File: src/rtl/hazard_unit.sv
// Pipeline hazard controller for the 5-stage core: load-use interlock, branch
// redirect flushes, variable-latency data-memory stalls with timeout detection,
// Execute-stage operand forwarding and saturating stall/flush counters.
module hazard_unit #(
  parameter int unsigned CntW       = 16,
  parameter int unsigned MemTimeout = 255
) (
  input  logic            clk_i,
  input  logic            rst_i,
  input  logic [4:0]      rs1_d_i,
  input  logic [4:0]      rs2_d_i,
  input  logic [4:0]      rs1_e_i,
  input  logic [4:0]      rs2_e_i,
  input  logic [4:0]      rd_e_i,
  input  logic            mem_read_e_i,
  input  logic            pc_src_e_i,
  input  logic [4:0]      rd_m_i,
  input  logic [4:0]      rd_w_i,
  input  logic            reg_write_m_i,
  input  logic            reg_write_w_i,
  input  logic            mem_req_m_i,
  input  logic            mem_ack_m_i,
  output logic            stall_f_o,
  output logic            stall_d_o,
  output logic            stall_e_o,
  output logic            stall_m_o,
  output logic            flush_d_o,
  output logic            flush_e_o,
  output logic            flush_w_o,
  output logic [1:0]      forward_ae_o,
  output logic [1:0]      forward_be_o,
  output logic            mem_err_o,
  output logic [CntW-1:0] stall_count_o,
  output logic [CntW-1:0] flush_count_o
);

  // Wait counter is at least 8 bits and always wide enough to hold MemTimeout.
  localparam int unsigned WaitNeed = $clog2(MemTimeout + 1);
  localparam int unsigned WaitW    = (WaitNeed > 8) ? WaitNeed : 8;
  localparam logic [WaitW-1:0] WaitLimit = WaitW'(MemTimeout - 1);

  typedef enum logic [1:0] {
    StRun,
    StMemWait,
    StError
  } state_e;

  state_e           state_q;
  logic [WaitW-1:0] wait_cnt_q;
  logic             mem_err_q;
  logic [CntW-1:0]  stall_count_q, stall_count_d;
  logic [CntW-1:0]  flush_count_q, flush_count_d;

  logic memstall;
  logic loaduse;
  logic stall_win;
  logic flush_win;

  // Hazard detection terms; an errored memory keeps the pipeline frozen for good.
  always_comb begin
    memstall = (state_q == StError) ? 1'b1 : (mem_req_m_i && !mem_ack_m_i);
    loaduse  = mem_read_e_i && (rd_e_i != 5'd0) &&
               ((rd_e_i == rs1_d_i) || (rd_e_i == rs2_d_i));
  end

  // Prioritised stall/flush generation: reset, memory stall, redirect, load-use.
  always_comb begin
    stall_f_o = 1'b0;
    stall_d_o = 1'b0;
    stall_e_o = 1'b0;
    stall_m_o = 1'b0;
    flush_d_o = 1'b0;
    flush_e_o = 1'b0;
    flush_w_o = 1'b0;
    stall_win = 1'b0;
    flush_win = 1'b0;
    if (rst_i) begin
      flush_d_o = 1'b1;
      flush_e_o = 1'b1;
      flush_w_o = 1'b1;
    end else if (memstall) begin
      // Execute is held, so a pending redirect or load-use resolves after release.
      stall_f_o = 1'b1;
      stall_d_o = 1'b1;
      stall_e_o = 1'b1;
      stall_m_o = 1'b1;
      flush_w_o = 1'b1;
      stall_win = 1'b1;
    end else if (pc_src_e_i) begin
      // Decode holds a wrong-path instruction, so no load-use stall is needed.
      flush_d_o = 1'b1;
      flush_e_o = 1'b1;
      flush_win = 1'b1;
    end else if (loaduse) begin
      stall_f_o = 1'b1;
      stall_d_o = 1'b1;
      flush_e_o = 1'b1;
      stall_win = 1'b1;
    end
  end

  // Operand forwarding into Execute; the younger Memory result beats Writeback.
  always_comb begin
    forward_ae_o = 2'b00;
    forward_be_o = 2'b00;
    if (!rst_i) begin
      if (reg_write_m_i && (rd_m_i != 5'd0) && (rd_m_i == rs1_e_i)) begin
        forward_ae_o = 2'b10;
      end else if (reg_write_w_i && (rd_w_i != 5'd0) && (rd_w_i == rs1_e_i)) begin
        forward_ae_o = 2'b01;
      end
      if (reg_write_m_i && (rd_m_i != 5'd0) && (rd_m_i == rs2_e_i)) begin
        forward_be_o = 2'b10;
      end else if (reg_write_w_i && (rd_w_i != 5'd0) && (rd_w_i == rs2_e_i)) begin
        forward_be_o = 2'b01;
      end
    end
  end

  // Memory wait FSM with timeout detection and sticky error flag.
  always_ff @(posedge clk_i) begin
    if (rst_i) begin
      state_q    <= StRun;
      wait_cnt_q <= '0;
      mem_err_q  <= 1'b0;
    end else begin
      unique case (state_q)
        StRun: begin
          if (memstall) begin
            state_q    <= StMemWait;
            wait_cnt_q <= WaitW'(1);
          end
        end
        StMemWait: begin
          if (mem_ack_m_i || !mem_req_m_i) begin
            state_q    <= StRun;
            wait_cnt_q <= '0;
          end else if (wait_cnt_q == WaitLimit) begin
            state_q   <= StError;
            mem_err_q <= 1'b1;
          end else begin
            wait_cnt_q <= wait_cnt_q + WaitW'(1);
          end
        end
        StError: begin
          state_q <= StError;
        end
        default: begin
          state_q    <= StRun;
          wait_cnt_q <= '0;
        end
      endcase
    end
  end

  // Saturating increments for the performance counters.
  always_comb begin
    stall_count_d = stall_count_q;
    flush_count_d = flush_count_q;
    if (stall_win && (stall_count_q != {CntW{1'b1}})) begin
      stall_count_d = stall_count_q + CntW'(1);
    end
    if (flush_win && (flush_count_q != {CntW{1'b1}})) begin
      flush_count_d = flush_count_q + CntW'(1);
    end
  end

  // Performance counter registers.
  always_ff @(posedge clk_i) begin
    if (rst_i) begin
      stall_count_q <= '0;
      flush_count_q <= '0;
    end else begin
      stall_count_q <= stall_count_d;
      flush_count_q <= flush_count_d;
    end
  end

  assign mem_err_o     = mem_err_q;
  assign stall_count_o = stall_count_q;
  assign flush_count_o = flush_count_q;

endmodule

File: config.mk
export PLATFORM = sky130hd
export DESIGN_NAME = hazard_unit
export DESIGN_NICKNAME = d
export VERILOG_FILES = /design/src/rtl/hazard_unit.sv
export SDC_FILE = /design/constraint.sdc
export NUM_CORES = 1
export LEC_CHECK = 0
export BUFFER_PORTS_ARGS = -buffer_cell sky130_fd_sc_hd__buf_2
export CAP_MARGIN = 0
export CORE_MARGIN = 2
export CORE_UTILIZATION = 30
export DETAILED_ROUTE_END_ITERATION = 10
export GPL_TIMING_DRIVEN = 0
export MAX_ROUTING_LAYER = met4
export PLACE_DENSITY = 0.57
export SLEW_MARGIN = 40
export SYNTH_ARGS = -nofsm -noshare
export SYNTH_HDL_FRONTEND = slang
export SYNTH_SLANG_ARGS = --single-unit
File: constraint.sdc
create_clock -name clk_i -period 2.5 [get_ports clk_i]
set_clock_uncertainty 0.2 [all_clocks]
set_input_delay 0.125 -clock clk_i [delete_from_list [all_inputs] [get_ports clk_i]]
set_output_delay 0.125 -clock clk_i [all_outputs]
set_load 0.02 [all_outputs]
==> run summary <==
Post-synth cell types = 52
Share of cells above drive strength 1 = 0.3149
Number of flops mapped to enable cells by yosys = 0
Setup TNS = 0 ns
CTS sink cnt = 43
Met1 Usage GRT = 0.1691
CP endpoint kind = register
Asr flop ratio synth = 0
Final number of max-transition violations = 0
Avg Synthesized Cell Area = 8.343 um^2
Post-layout minimum cycle time = 2.363 ns
Crit-path max FO = 10
Mapped Area = 2511 um^2
Relative max-transition margin = 0.6487
Pwr dens = 452.7 nW/um^2
Mapped Nets = 348
Clock buffers created by TritonCTS = 5
Fin nets = 443
Hold_ws = 0.009937 ns
Synth warn = 0
Routed WL = 6309 um
Antenna cell count = 0
Post-DR wirelength/cell = 12.57 um
CTS tree = built
Synthesized flop and latch total = 43
Worst-path clk slew = 0.08 ns
Grt ovf = 0
Boundary pin count = 87
Mapped Cells = 301
Die Area = 9118 um^2
Worst reg2reg path depth = 7
Overall routing resource usage = 0.1479
First-pass GRT wire length = 10340 um
Grt met3 use = 0.03794
CP endpoint = stall_count_o[1]$_SDFFE_PP0P_
Critical path startpoint category = register
Yosys top cell area share = 0.3428
Largest cells by area after synthesis = dfxtp_1 34%, xor2_1 9.1%, xnor2_1 8.7%, nor2_1 5.5%, a21oi_1 3.6%
Cell Rows = 33
Fin. Hold Viols = 0
DRT iter0 DRCs = 62
Final Instance Area = 3241 um^2
Pre-antenna DRT Iters = 4
CTS max path bufs = 2
Outcome = completed
Top_reg_cell synth = dfxtp_1
Top cells by count, synth = 43 x dfxtp_1, 37 x nor2_1, 26 x xor2_1, 25 x xnor2_1, 22 x nand2_1
Placed Area = 3073 um^2
Critical path class = reg -> reg
Post-DRT Antenna Nets = 0
Post-synthesis sequential area ratio = 0.3428
Die extent in y = 95.49 um
Final GP Congestion = 0.8179
Die width = 95.49 um
Area Growth Syn to Fin = 29.05%
Fmax = 423.2 MHz
CORE AREA = 8175 um^2
Vias in the first global route = 2260
Total number of vias = 2479
M2 GR Usage = 0.2518
Tot Pwr = 1467 uW
Finish-stage setup viols = 0
Most frequent cell after synthesis = dfxtp_1
Crit Reg-Reg Endpoint = stall_count_o[1]$_SDFFE_PP0P_
DRC Markers = 0
Least-Margin Pin Slew = 0.5198 ns
Req. time, crit path = 2.47 ns
Largest net degree at the start of global routing = 14
H-Tree Depth = 2
Initial Util = 0.3072
Leak = 0.001306 uW
Util after Layout = 0.3964
Max-cap violations = 0
Clock root cell = clkbuf_8
Crit. Startpoint = stall_count_o[8]$_SDFFE_PP0P_
Reg2reg start = stall_count_o[8]$_SDFFE_PP0P_
IO Port Bufs = 86
Busiest layer in global routing = met2
Worst EP arrival = 2.34 ns
Period utilization = 0.9452
Initial antenna violation count = 0
Hpwl dp = 4935 um
Clk Latency, worst-skew pair = 0.30 ns
Cell accounting for the most synthesized area = dfxtp_1
Max rail drop VDD = 0.1696 mV
Reg2reg setup slack = 0.14 ns
Vias/cell = 4.938
Hold WC Path Type = in -> reg
## how the worst min path moves through the flow
stage	startpoint	end	slack (ns)	cells past startpoint
floorplan	rst_i	stall_e_o	0.16	1
global placement	mem_err_o$_SDFFE_PP0P_	mem_err_o$_SDFFE_PP0P_	0.24	2
detailed placement	mem_err_o$_SDFFE_PP0P_	mem_err_o$_SDFFE_PP0P_	0.25	2
CTS	mem_ack_m_i	wait_cnt_q[7]$_SDFFE_PP0P_	0.008	4
global route	mem_ack_m_i	wait_cnt_q[7]$_SDFFE_PP0P_	0.03	4
finish	mem_ack_m_i	wait_cnt_q[7]$_SDFFE_PP0P_	0.01	4
## cell families (layout without fill, tap and decap cells)
logic type | Yosys count | count (layout) | share of synthesized area
mux | 6 | 6 | 0.02491
flops | 43 | 43 | 0.3428
fa+ha+maj | 4 | 4 | 0.01993
simple gates | 135 | 135 | 0.2815
buf+inv | 16 | 112 | 0.03039
xor+xnor | 51 | 51 | 0.1779
compound gates | 46 | 46 | 0.1226
## timing repair
action                     in CTS  in global routing
setup endpoints to repair       5                 16
gates cloned                    0                  0
gates resized for setup         1                 12
hold buffers                    0                  0
buffers inserted                2                  0
## layout make-up
class                   count  area, um^2
well taps                 105       131.4
clock buffers               6       82.58
repair buffers             88       445.4
multi-input cells         242        1599
inverters                   6       22.52
flip-flops and latches     43       870.8
plain buffers              10       53.80
clock inverters             2       35.03
fillers                   862        4935
## per-stage QoR
step	cells	setup slack, ns
4_1_cts	502	0.03384
5_1_grt	502	-0.003278
2_1_floorplan	301	0.1334
3_5_place_dp	492	-0.04164
3_3_place_gp	492	0.02734
6_report	502	0.1370
## worst max-delay path, cell delays in order, from the launching register on
cell and delay, ns:
dfxtp_2 0.39, nand4_2 0.18, or4_1 0.58, o21a_1 0.21
a31oi_4 0.24, buf_6 0.19, mux2i_1 0.20, nor2_1 0.05
## where the power goes
group	switching (uW)	leakage [uW]	internal [uW]
logic	108	0.000895	89.0
registers	8.69	0.000350	690
clock network	248	0.0000612	324
total	365	0.00131	1100
## flip-flops by register name, summed over array words and instances (netlist names)
register	flops
flush_count_o	16
mem_err_o	1
state_q	2
stall_count_o	16
wait_cnt_q	8
## metal layers
layer | part of all wire | vias to the layer above
li1 | - | 1256
met1 | 0.44 | 1158
met2 | 0.49 | 61
met3 | 0.063 | 4
met4 | 0.0073 | 0
met5 | 0 | -
## layout by cell type (no fill, tap or decap), types with 7 or more instances in the layout
cell     count
nor2_1      37
dfxtp_1     37
a21oi_1     17
nand4_1      9
nor3_1       7
xor2_1      26
or4_1        9
nand2_1     22
nand3_1     18
buf_2       86
xnor2_1     25
Note: power is estimated with default switching activity, not from simulation.
